--- src/rtl/sprite_coord_seq.sv ---
// Sprite coordinate sequencer: picks one packed (x,y) channel per beat, either by manual load or by scanning an enable mask.
// Optional build macro SPRITE_COORD_SEQ_CLAMP_EN saturates captured coordinates to X_MAX/Y_MAX.
module sprite_coord_seq #(
    parameter int NUM_CH = 4,
    parameter int X_W    = 11,
    parameter int Y_W    = 10,
    parameter int X_MAX  = 639,
    parameter int Y_MAX  = 479,
    parameter int SEL_W  = (NUM_CH > 1) ? $clog2(NUM_CH) : 1
) (
    input  logic                  clk,
    input  logic                  reset,
    input  logic [NUM_CH*X_W-1:0] x_bus,
    input  logic [NUM_CH*Y_W-1:0] y_bus,
    input  logic                  mode,
    input  logic [SEL_W-1:0]      selector,
    input  logic                  load,
    input  logic                  start,
    input  logic [NUM_CH-1:0]     ch_en,
    output logic [X_W-1:0]        out_x,
    output logic [Y_W-1:0]        out_y,
    output logic [SEL_W-1:0]      out_ch,
    output logic                  out_valid,
    input  logic                  out_ready,
    output logic                  busy,
    output logic                  done,
    output logic                  sel_err
);

    localparam int PTR_W = SEL_W + 1;
`ifdef SPRITE_COORD_SEQ_CLAMP_EN
    localparam bit CLAMP_ON = 1'b1;
`else
    localparam bit CLAMP_ON = 1'b0;
`endif
    localparam logic [X_W-1:0] X_LIM = X_W'(X_MAX);
    localparam logic [Y_W-1:0] Y_LIM = Y_W'(Y_MAX);

    typedef enum logic [1:0] {
        S_IDLE,
        S_SCAN,
        S_DONE
    } state_t;

    state_t             r_state;
    logic [NUM_CH-1:0]  r_mask;
    logic [PTR_W-1:0]   r_ptr;
    logic [X_W-1:0]     r_outX;
    logic [Y_W-1:0]     r_outY;
    logic [SEL_W-1:0]   r_outCh;
    logic               r_outValid;
    logic               r_busy;
    logic               r_done;
    logic               r_selErr;

    logic               w_found;
    logic [SEL_W-1:0]   w_scanIdx;
    logic [NUM_CH-1:0]  w_scanHot;
    logic [NUM_CH-1:0]  w_maskRest;
    logic               w_free;
    logic               w_transfer;
    logic               w_selValid;
    logic               w_manualReq;
    logic               w_manualGo;
    logic               w_manualErr;
    logic               w_scanGo;
    logic               w_capture;
    logic [SEL_W-1:0]   w_capIdx;
    logic [X_W-1:0]     w_rawX;
    logic [Y_W-1:0]     w_rawY;
    logic [X_W-1:0]     w_capX;
    logic [Y_W-1:0]     w_capY;

    // Lowest still-enabled channel at or above the scan pointer; descending loop leaves the lowest hit.
    always_comb begin
        w_found   = 1'b0;
        w_scanIdx = '0;
        w_scanHot = '0;
        for (int i = NUM_CH - 1; i >= 0; i--) begin
            if (r_mask[i] && (PTR_W'(i) >= r_ptr)) begin
                w_found      = 1'b1;
                w_scanIdx    = SEL_W'(i);
                w_scanHot    = '0;
                w_scanHot[i] = 1'b1;
            end
        end
    end

    assign w_maskRest  = r_mask & ~w_scanHot;
    assign w_transfer  = r_outValid && out_ready;
    assign w_free      = !r_outValid || out_ready;
    assign w_selValid  = ({1'b0, selector} < PTR_W'(NUM_CH));
    assign w_manualReq = (r_state == S_IDLE) && !mode && load && w_free;
    assign w_manualGo  = w_manualReq && w_selValid;
    assign w_manualErr = w_manualReq && !w_selValid;
    assign w_scanGo    = (r_state == S_SCAN) && w_free && w_found;
    assign w_capture   = w_manualGo || w_scanGo;
    assign w_capIdx    = (r_state == S_SCAN) ? w_scanIdx : selector;

    // Channel mux over the packed buses, driven by whichever source is capturing.
    always_comb begin
        w_rawX = '0;
        w_rawY = '0;
        for (int i = 0; i < NUM_CH; i++) begin
            if (SEL_W'(i) == w_capIdx) begin
                w_rawX = x_bus[i*X_W +: X_W];
                w_rawY = y_bus[i*Y_W +: Y_W];
            end
        end
    end

    assign w_capX = (CLAMP_ON && (w_rawX > X_LIM)) ? X_LIM : w_rawX;
    assign w_capY = (CLAMP_ON && (w_rawY > Y_LIM)) ? Y_LIM : w_rawY;

    // Output slot, sequencing FSM and status pulses; the held beat only changes when the slot is free.
    always_ff @(posedge clk) begin
        if (reset) begin
            r_state    <= S_IDLE;
            r_mask     <= '0;
            r_ptr      <= '0;
            r_outX     <= '0;
            r_outY     <= '0;
            r_outCh    <= '0;
            r_outValid <= 1'b0;
            r_busy     <= 1'b0;
            r_done     <= 1'b0;
            r_selErr   <= 1'b0;
        end else begin
            r_done   <= 1'b0;
            r_selErr <= w_manualErr;

            if (w_capture) begin
                r_outX     <= w_capX;
                r_outY     <= w_capY;
                r_outCh    <= w_capIdx;
                r_outValid <= 1'b1;
            end else if (w_transfer) begin
                r_outValid <= 1'b0;
            end

            case (r_state)
                S_IDLE: begin
                    if (mode && start) begin
                        r_mask <= ch_en;
                        r_ptr  <= '0;
                        if (ch_en == '0) begin
                            r_state <= S_DONE;
                            r_done  <= 1'b1;
                        end else begin
                            r_state <= S_SCAN;
                            r_busy  <= 1'b1;
                        end
                    end
                end
                S_SCAN: begin
                    if (w_scanGo) begin
                        r_mask <= w_maskRest;
                        r_ptr  <= {1'b0, w_scanIdx} + PTR_W'(1);
                        if (w_maskRest == '0) begin
                            r_state <= S_DONE;
                            r_busy  <= 1'b0;
                            r_done  <= 1'b1;
                        end
                    end else if (!w_found) begin
                        r_state <= S_DONE;
                        r_busy  <= 1'b0;
                        r_done  <= 1'b1;
                    end
                end
                S_DONE: begin
                    r_state <= S_IDLE;
                end
                default: begin
                    r_state <= S_IDLE;
                    r_busy  <= 1'b0;
                end
            endcase
        end
    end

    assign out_x     = r_outX;
    assign out_y     = r_outY;
    assign out_ch    = r_outCh;
    assign out_valid = r_outValid;
    assign busy      = r_busy;
    assign done      = r_done;
    assign sel_err   = r_selErr;

endmodule
--- config.mk ---
export PLATFORM = sky130hd
export DESIGN_NAME = sprite_coord_seq
export DESIGN_NICKNAME = d
export VERILOG_FILES = /design/src/rtl/sprite_coord_seq.sv
export SDC_FILE = /design/constraint.sdc
export NUM_CORES = 1
export LEC_CHECK = 0
export CAP_MARGIN = 0
export CORE_ASPECT_RATIO = 0.8
export CORE_UTILIZATION = 45
export DETAILED_ROUTE_END_ITERATION = 8
export PLACE_DENSITY = 0.92
export SETUP_SLACK_MARGIN = 0.15
export SYNTH_ARGS = -nofsm -noshare
export SYNTH_HDL_FRONTEND = slang
export SYNTH_SLANG_ARGS = --single-unit
--- constraint.sdc ---
create_clock -name clk -period 2.97 [get_ports clk]
set_clock_uncertainty 0.05 [all_clocks]
set_input_delay 0.594 -clock clk [delete_from_list [all_inputs] [get_ports clk]]
set_output_delay 0.594 -clock clk [all_outputs]
set_load 0.05 [all_outputs]
# After elaboration in Yosys (flattened, before gate mapping)
# Index checks and enable logic that the tools add are counted.
# op_classes
n_bitwise,3
mux,47
n_reduce_logical,24
n_eq_ne,10
add_sub_neg,1
order_cmp,4
# op_table
op,n
$mux W11,4
$mux W10,4
$mux W4,6
$mux W2,10
$mux W1,16
$logic_and A1 B1 Y1,11
$logic_not A4 Y1,2
$pmux W4 S2,1
$ge A1 B3 Y1 const A,2
$ge A2 B3 Y1 const A,2
$mux W3,2
$pmux W3 S2,1
$reduce_and A3 Y1,2
$reduce_and A5 Y1,1
$and A4 B4 Y4,1
$eq A2 B2 Y1 const A,2
$logic_not A2 Y1,2
$ne A2 B2 Y1 const B,2
$not A4 Y4,1
$pmux W2 S2,1
$reduce_bool A2 Y1,2
$add A2 B1 Y3 const B,1
$ne A3 B2 Y1 const B,1
$ne A3 B3 Y1 const B,1
other kinds (9),11
# word_totals
input_bits,96
output_inout_bits,27
register_bits,35

# Longest topological paths before layout
# Gate-level depths: netlist of run 1.
# logic_depth
depth_word,12
depth_mapped,10
depth_no_buf,6

# Least setup slack after synthesis of run 1
# No wires, ideal clock.
# synth_path
path_type,register to register
start,"register r_outValid, in the netlist out_valid"
end,"register r_outX[0], in the netlist out_x[0]"
path_slack_ns,0.857
required_ns,2.788
period_less_slack_ns,2.113
arrival_time_ns,1.930
stages_incl_launch_ff,8
n_path_buf,2
setup_ns,0.132
path_cell_list,dfxtp_1 > nor2b_1 > nor2_1 > and3_1 > buf_1 > buf_1 > o221ai_2 > a31oi_1
# synth_via
elab_chain_len,5
# synth_lines
item,line_no,rtl
from (decl),51,logic r_outValid;
from (signal assigned),124,r_outValid <= 1'b0;
from (signal assigned),136,r_outValid <= 1'b1;
from (signal assigned),138,r_outValid <= 1'b0;
$logic_not A1 Y1 *,91,assign w_free = !r_outValid || out_ready;
$logic_or A1 B1 Y1 *,91,
$logic_and A1 B1 Y1 (2 in a row),96,assign w_scanGo = (r_state == S_SCAN) && w_free && w_found;
$logic_or A1 B1 Y1 *,97,assign w_capture = w_manualGo || w_scanGo;
to (signal assigned),133,r_outX <= w_capX;
to (decl),48,logic [X_W-1:0] r_outX;
# Every way passes the cells marked *; elsewhere a longest branch is shown, timed or not.
# A chain may end at the register's enable or synchronous reset.

# Worst setup path after layout of run 1
# layout_path
start,input port out_ready
end,"register r_outX[6], in the netlist out_x[6]"
# layout_via
elab_chain_len,4
# layout_lines
item,line_no,rtl
from (decl),24,"input logic out_ready,"
$logic_or A1 B1 Y1 *,91,
$logic_and A1 B1 Y1 (2 in a row),96,
$logic_or A1 B1 Y1 *,97,
# Marks and branches as above.

==> results.txt, run 1 <==
* Peak supply drop: 0.238 mV
* Crit path cell chain: clkdlybuf4s50_1 -> nor2b_1 -> nor2_1 -> and3_2 -> o221ai_1 -> a31oi_1
- Port Buf Inserts: 121
* Most area-hungry cell type in the Yosys netlist: sky130_fd_sc_hd__dfxtp_1
* Synthesized area divided by synthesized cell count: 7.75 um^2
- Area of the mapped netlist: 0.00325 mm^2
- By startpoint and endpoint, the worst setup path is classified as input port to flip-flop.
- During synthesis, Yosys emitted a total of 0 warnings.
- Level count of the clock H-tree: 2
- In the routed design, unresolved DRC markers number 0.
- Entering global routing, the biggest net connects 50 pins.
* Number of failing hold endpoints at the final stage: 0
- Number of global-route vias before repair: 3823
- Weighted congestion reported at the end of routability-driven placement: slightly below 1
- The initial utilization of the core area, before any placement, comes to 47.0%.
* Worst min-delay path class: flip-flop to flip-flop
- Summed over all layers, the global routing overflow is 0.
- met2 is the most crowded layer.
- Final period utilization: 85.9%
- The first global-routing pass estimated 19.6 mm of wire.
- Including well taps, the total number of placed cells is 579.
- Outcome: finished clean
- The wire-length estimate of the detail-placed layout is around 8.4 mm.
- The final-report max-slew violation count is 0.
- Antenna violations before repair: 0
* Detailed-routing iteration count for the pre-antenna-repair pass: 6
- Clk slew on worst S/H paths: 0.09 ns
- Cell type of the slowest stage on the worst timing path: sky130_fd_sc_hd__and3_2
- Met3 layer usage reported by global route: 7.48%
- For this design the top-level I/O count stands at 123.
- Worst path depth: 6
- Ant. Diodes: 0
- Antenna-violating nets left: 0
- The final route contains just over 4000 vias.
- TritonCTS built the clock tree.
- Buffers inserted during clock tree synthesis total 5.
- Post-synthesis instance total: 420
- Die Footprint: 0.00758 mm^2
* Minimum setup slack in the final design: 0.417 ns
- When the netlist entered floorplanning its net count stood at 517.
* RSZ-0062 raised after global routing: no
- Height of the chip: 78.1 um
* DR iter-0 viols: 565
- For the worst setup path, the data arrival time is ~2.7 ns.
* Layout Area Growth over Synthesis: 41.8%
* Post-DR wirelength/cell: 21.2 um
* Critical-path maximum fanout: 44
- Worst r2r path cells: 6
* Row count: 27
- Worst max-slew margin expressed relative to the limit: 30.6%
* Post-Route WL: about 12 mm
- Global routing consumed, on the met1 layer, 42.7% of the routing resources.
- Data required time at the worst endpoint: 3.15 ns
- Across the run, the number of max-cap violations was 0.
* Number of enable flip-flop cells after synthesis: 0
* Average vias per placed instance: 7.06
- Static Leakage: 0.00139 uW
* Number of buffer and inverter instances along the worst setup path: 1
* Final setup violation count: 0
- Met2 Resource Use GR: about half
- Kind of cell adding the most delay to the critical path: simple AND/OR/NAND/NOR gates
- Count of unique library cells instantiated by Yosys: 50
- Layout cells sized above 1: 12.0%
* Worst Hold Path Cells: 2
- OpenSTA, run right after detailed placement, puts the worst setup slack at 0.211 ns.
- Post-layout min period: around 2.6 ns
- CTS saw 35 sinks.
* All-Layer GR Usage: 31.5%
- In this run the standard cell core region covers 0.00693 mm^2.
- The filler cells instantiated in the layout total roughly 550.
- Post-CTS setup repair buffer count: 0
- For this run, the leading register cell type out of synthesis is sky130_fd_sc_hd__dfxtp_1.
* Number of storage elements in the synthesis netlist: 35
- Clock root buffer: sky130_fd_sc_hd__clkbuf_8
- The worst setup path is captured at a flip-flop.
- Top-area cell type share of the netlist area: 21.5%
- In this design, the stage delay of the slowest critical-path cell is 0.90 ns.
- Sequential fraction of the synthesis area: 21.5%
- Transition time of the tightest slew-check pin: 1.04 ns
- Count of nets after finishing: 596
- For this design the ratio of total power to cell area is 373 mW/mm^2.
- Final Non-Filler Cells: 587
* Setup total negative slack: 0 ns
- Counting flops with an async set or reset pin after synthesis yields a share of 0%.
- Clock insertion delay at the later pin of the skew report: 0.30 ns
- Number of instances resized during post-cts repair: 0
* Critical Path Source Type: input port
- No sink is reached through more buffers than the 2 on the longest clock path.
* Overall die width: 97.1 um
* Dominant cells by area after synthesis: sky130_fd_sc_hd__dfxtp_1 22%, sky130_fd_sc_hd__a31oi_1 12%, sky130_fd_sc_hd__nor4b_1 12%
- Static timing analysis puts the maximum clock frequency at 392 MHz.
* Count of hold buffers inserted by post-cts repair: 0
-- final timing paths --
kind / slack (ns) / endpoint / startpoint
max reg2reg: 0.62 / out_x[6]$_SDFFE_PP0P_ / r_ptr[1]$_SDFFE_PP0P_
min reg2reg: 0.46 / out_x[10]$_SDFFE_PP0P_ / out_x[10]$_SDFFE_PP0P_
max: 0.42 / out_x[6]$_SDFFE_PP0P_ / out_ready
min: 0.46 / out_x[10]$_SDFFE_PP0P_ / out_x[10]$_SDFFE_PP0P_
-- flip-flops by register name, indices dropped and copies added (netlist names) --
register   count
busy           1
out_x         11
r_mask         4
out_ch         2
out_y         10
done           1
out_valid      1
r_state        2
r_ptr          3
-- cell type report --
| class | instances | area [um^2] | share of cell area, % |
|---|---|---|---|
| well taps | 87 | 109 | 2.36 |
| repair buffers | 140 | 1380 | 29.9 |
| multi-input cells | 311 | 2270 | 49.1 |
| clock inverters | 3 | 67.6 | 1.46 |
| inverters | 6 | 22.5 | 0.488 |
| flip-flops and latches | 35 | 701 | 15.2 |
| clock buffers | 5 | 68.8 | 1.49 |
-- cell usage after synthesis (all sizes together), types with 2 or more instances --
cell type	number
nand2b	6
dfxtp	35
o41ai	2
nor2	10
o311ai	2
a31oi	64
a211oi	3
nor4b	43
a21o	3
nand3	22
or2	3
a2bb2oi	3
a22oi	4
inv	5
a21oi	14
o21ai	47
mux2i	2
nand2	7
nor3	12
o221ai	42
nor2b	4
buf	23
clkbuf	45
and2	2
-- tightest hold or removal path: cells and delay by family (launching register included) --
kind            cells  cell delay [ns]
compound gates      1             0.07
flops               1             0.33
simple gates        1             0.06
-- per-stage QoR --
| stage | utilization (%) | total power [uW] | instance area (um^2) | hold slack, ns |
|---|---|---|---|---|
| after detailed placement | 64.6 | 1180 | 4480 | 0.438 |
| after floorplan | - | 920 | 3250 | 0.485 |
| after CTS | 66.6 | 1700 | 4610 | 0.456 |
| after global placement | 64.6 | 1160 | 4480 | 0.429 |
| final | 66.6 | 1720 | 4610 | 0.457 |
| after global routing | 66.6 | 1770 | 4610 | 0.474 |
-- metal layers --
metal,vias to the layer above,routed length [um]
met5,-,0
li1,1846,-
met4,0,289
met2,358,5560
met1,1909,5070
met3,33,1520
-- placed cells by master, fill, tap and decap left out, drive strengths merged, types with 2 or more instances in the layout --
master	Yosys	routed
bufinv	0	2
a21o	3	3
buf	23	19
clkdlybuf4s50	0	121
dfxtp	35	35
o221ai	42	42
mux2i	2	2
a2bb2oi	3	3
o21ai	47	47
a22oi	4	4
nor4b	43	43
a21oi	14	14
nor2	10	10
inv	5	5
nand2	7	7
nor3	12	12
a211oi	3	3
and2	2	2
or2	3	3
nand3	22	22
nor2b	4	4
a31oi	64	64
o311ai	2	2
o41ai	2	2
nand2b	6	6
clkbuf	45	5
-- kinds of logic after synthesis --
logic type | Yosys count | share of synthesized area [%]
AO/OA/AOI/OAI | 192 | 43.8
AND/OR/NAND/NOR | 114 | 22.9
buffers and inverters | 74 | 10.3
flip-flops | 35 | 21.5
multiplexers | 3 | 0.962
adder cells (fa/ha/maj) | 1 | 0.385
other | 1 | 0.115
-- power by group --
part           internal (uW)  total [uW]  switching [uW]
registers                500         527            27.1
logic                    281         660             379
clock network            335         533             198
No activity file was read; power rests on OpenSTA's default activity.
==> run 2, diff against run 1 <==
--- a/config.mk
+++ b/config.mk
@@ -9,7 +9,7 @@
 export CORE_ASPECT_RATIO = 0.8
 export CORE_UTILIZATION = 45
 export DETAILED_ROUTE_END_ITERATION = 8
-export PLACE_DENSITY = 0.92
+export PLACE_DENSITY = 0.88
 export SETUP_SLACK_MARGIN = 0.15
 export SYNTH_ARGS = -nofsm -noshare
 export SYNTH_HDL_FRONTEND = slang
==> run 2 against run 1 <==
Register-to-register slack about the same; sequential power about the same; final cell count unchanged; non-clock buffer count increased by 1; largest cell class unchanged.
==> results.txt, run 2 (same netlist as run 1, synthesis figures left out) <==
- Nature of the critical path endpoint: flip-flop (unchanged)
- The maximum buffer depth of the clock tree is 2 (unchanged).
- The final non-filler cell total is 587 (unchanged).
- GRT overflow: 0 (unchanged)
* Layout cells sized above 1: 12.0% (unchanged)
- Max reg flops: 11 (unchanged)
* Count of nets after finishing: 597 (was 596)
* Crit path cell chain: or2_1 -> a21o_1 -> a211o_1 -> buf_4 -> nor4b_1 -> nor3_1 (was clkdlybuf4s50_1 -> nor2b_1 -> nor2_1 -> and3_2 -> o221ai_1 -> a31oi_1)
* Worst Setup Path Type: flip-flop to flip-flop (was input port to flip-flop)
- Most common cell after layout, fill and taps aside: sky130_fd_sc_hd__clkdlybuf4s50_1 (unchanged)
- Static Leakage: 0.00138 uW (was 0.00139 uW)
- The width of the die came to 97.1 um (unchanged).
- The critical-path cell with the highest stage delay was sky130_fd_sc_hd__a211o_1 (was sky130_fd_sc_hd__and3_2).
- Outcome: finished clean (unchanged).
* Clk sinks: 35 (unchanged)
- Worst r2r path cells: 6 (unchanged)
* Layout Area Growth over Synthesis: 40.9% (was 41.8%)
- Highest-count cells in the layout ignoring fill and taps: 121 x sky130_fd_sc_hd__clkdlybuf4s50_1, 64 x sky130_fd_sc_hd__a31oi_1, 46 x sky130_fd_sc_hd__o21ai_0 (unchanged)
* Height of the chip: 78.1 um (unchanged)
- Via total after detailed routing: 4121 (was 4146)
- Critical Path Start: r_ptr[1]$_SDFFE_PP0P_ (was out_ready)
* I/O pins: 123 (unchanged)
- Weighted congestion reported at the end of routability-driven placement: 0.986 (was 0.965)
- The number of global-route vias before repair came to 3944 (was 3823).
- Transition time of the tightest slew-check pin: 0.646 ns (was 1.04 ns)
- Total half-perimeter wirelength after legalization and detailed placement: 8.54 mm (was 8.41 mm)
* Critical Path Max Stage Delay: 0.46 ns (was 0.90 ns)
- Start of the worst register-to-register path: r_ptr[1]$_SDFFE_PP0P_ (unchanged)
* Peak supply drop: 0.194 mV (was 0.238 mV)
- The source-to-sink clock delay at the later pin of the worst-skew pair is 0.28 ns (was 0.30 ns).
- The vias per cell came to 7.02 (was 7.06).
* Capturing element of the worst setup path: r_mask[2]$_SDFFE_PP0P_ (was out_x[6]$_SDFFE_PP0P_)
- The row count is 27 (unchanged).
* TritonCTS clock tree: done (unchanged)
* Detailed-routing iteration count for the pre-antenna-repair pass: 6 (unchanged)
- The number of antenna cells inserted is 0 (unchanged).
- Max Fclk: 424 MHz (was 392 MHz)
- Critical-path maximum fanout: 11 (was 44)
- Reg-to-reg slack, setup: 0.61 ns (was 0.62 ns)
- Number of buffer and inverter instances along the worst setup path: 1 (unchanged)
* Port Buf Inserts: 121 (unchanged)
- The number of DRC violations after detailed routing came to 0 (unchanged).
- Worst path depth: 6 (unchanged)
* Count of hold buffers inserted by post-cts repair: 0 (unchanged)
- Level count of the clock H-tree: 2 (unchanged)
- The number of antenna-violating nets in the routed design was 0 (unchanged).
* Total power divided by cell area: 335 mW/mm^2 (was 373 mW/mm^2)
- RSZ-0062 raised after global routing: no (unchanged).
- The number of instances on the worst hold path is 2 (unchanged).
- The number of antenna violations at the first check in global routing was 0 (unchanged).
- Placed cells: 580 (was 579)
- The starting density of the core was 47.0% (unchanged).
- The number of max-cap violations came to 0 (unchanged).
* Post-CTS setup repair buffer count: 0 (unchanged)
- Final setup violation count: 0 (unchanged)
- The family with the most delay on the worst path is simple AND/OR/NAND/NOR gates (unchanged).
- Die Footprint: 0.00758 mm^2 (unchanged)
- The total detailed-routing wirelength came to 12.3 mm (was 12.4 mm).
- The clock period minus final worst setup slack came to 2.36 ns (was 2.55 ns).
- The worst-case headroom to the max-slew limit came to 56.8% (was 30.6%).
- Post-DR wirelength/cell: 20.9 um (was 21.2 um)
- The data required time of the critical path is 3.06 ns (was 3.15 ns).
- The clock slew at the register clock pins of the worst setup and hold paths came to 0.07 ns (was 0.09 ns).
* Count of pins over their slew limit: 0 (unchanged)
- Crit path arrival time: 2.45 ns (was 2.73 ns)
* TritonCTS Buffers: 5 (unchanged)
- The worst flop-to-flop path endpoint is r_mask[2]$_SDFFE_PP0P_ (was out_x[6]$_SDFFE_PP0P_).
- DR iter-0 viols: 470 (was 565)
* All-Layer GR Usage: 32.0% (was 31.5%)
* Critical Path Source Type: flip-flop (was input port)
- The global-route wire length before repair was 19.9 mm (was 19.6 mm).
* Number of failing hold endpoints at the final stage: 0 (unchanged)
* Clock root buffer: sky130_fd_sc_hd__clkbuf_8 (unchanged)
* Number of instances resized during post-cts repair: 0 (unchanged)
- The worst hold path class is flip-flop to flip-flop (unchanged).
* Setup total negative slack: 0 ns (unchanged)
- The placeable core region came to 0.00693 mm^2 (unchanged).
* Pin count of the biggest net entering global routing: 54 (was 50)
- The final cycle utilization of the critical path is 79.5% (was 85.9%).
==> run 2: layer usage <==
metal / routed length (um) / vias to the layer above / track usage, %
met5: 0 / - / 0
met4: 420 / 0 / 12.2
met3: 1330 / 46 / 7.48
met2: 5690 / 295 / 52.0
met1: 4830 / 1930 / 41.3
li1: - / 1850 / -
==> run 2: worst min path at each step <==
stage          slack [ns]                     end                   start
2_1_floorplan        0.48  r_mask[0]$_SDFFE_PP0P_  r_mask[0]$_SDFFE_PP0P_
3_3_place_gp         0.43   out_y[4]$_SDFFE_PP0P_   out_y[4]$_SDFFE_PP0P_
3_5_place_dp         0.43   out_x[9]$_SDFFE_PP0P_   out_x[9]$_SDFFE_PP0P_
4_1_cts              0.45   out_x[9]$_SDFFE_PP0P_   out_x[9]$_SDFFE_PP0P_
5_1_grt              0.47   out_y[0]$_SDFFE_PP0P_   out_y[0]$_SDFFE_PP0P_
6_report             0.45   out_x[5]$_SDFFE_PP0P_   out_x[5]$_SDFFE_PP0P_
==> run 2: power breakdown <==
part	switching, uW	total (uW)	internal [uW]
logic	376	661	285
registers	25.4	525	500
clock network	168	350	182
total	569	1540	967
==> run 2: metrics by stage <==
step / area, um^2 / hold slack [ns] / power (uW) / util, % / worst slack, ns
floorplan: 3250 / 0.485 / 920 / - / 0.857
global placement: 4500 / 0.428 / 1170 / 64.9 / 0.511
detailed placement: 4500 / 0.433 / 1180 / 64.9 / 0.389
CTS: 4580 / 0.448 / 1530 / 66.2 / 0.649
global route: 4580 / 0.470 / 1600 / 66.2 / 0.503
finish: 4580 / 0.446 / 1540 / 66.2 / 0.609
==> run 2: final cells by class <==
cell class,count,area (um^2)
repair buffers,141,1400
fillers,568,2340
flip-flops and latches,35,701
clock inverters,1,5.00
clock buffers,6,82.6
multi-input cells,311,2270
well taps,87,109
inverters,6,22.5
==> run 2: tightest hold or removal path, delay by kind of cell (launching register included) <==
family | cells | cell delay, ns
flops | 1 | 0.31
compound gates | 1 | 0.07
simple gates | 1 | 0.06
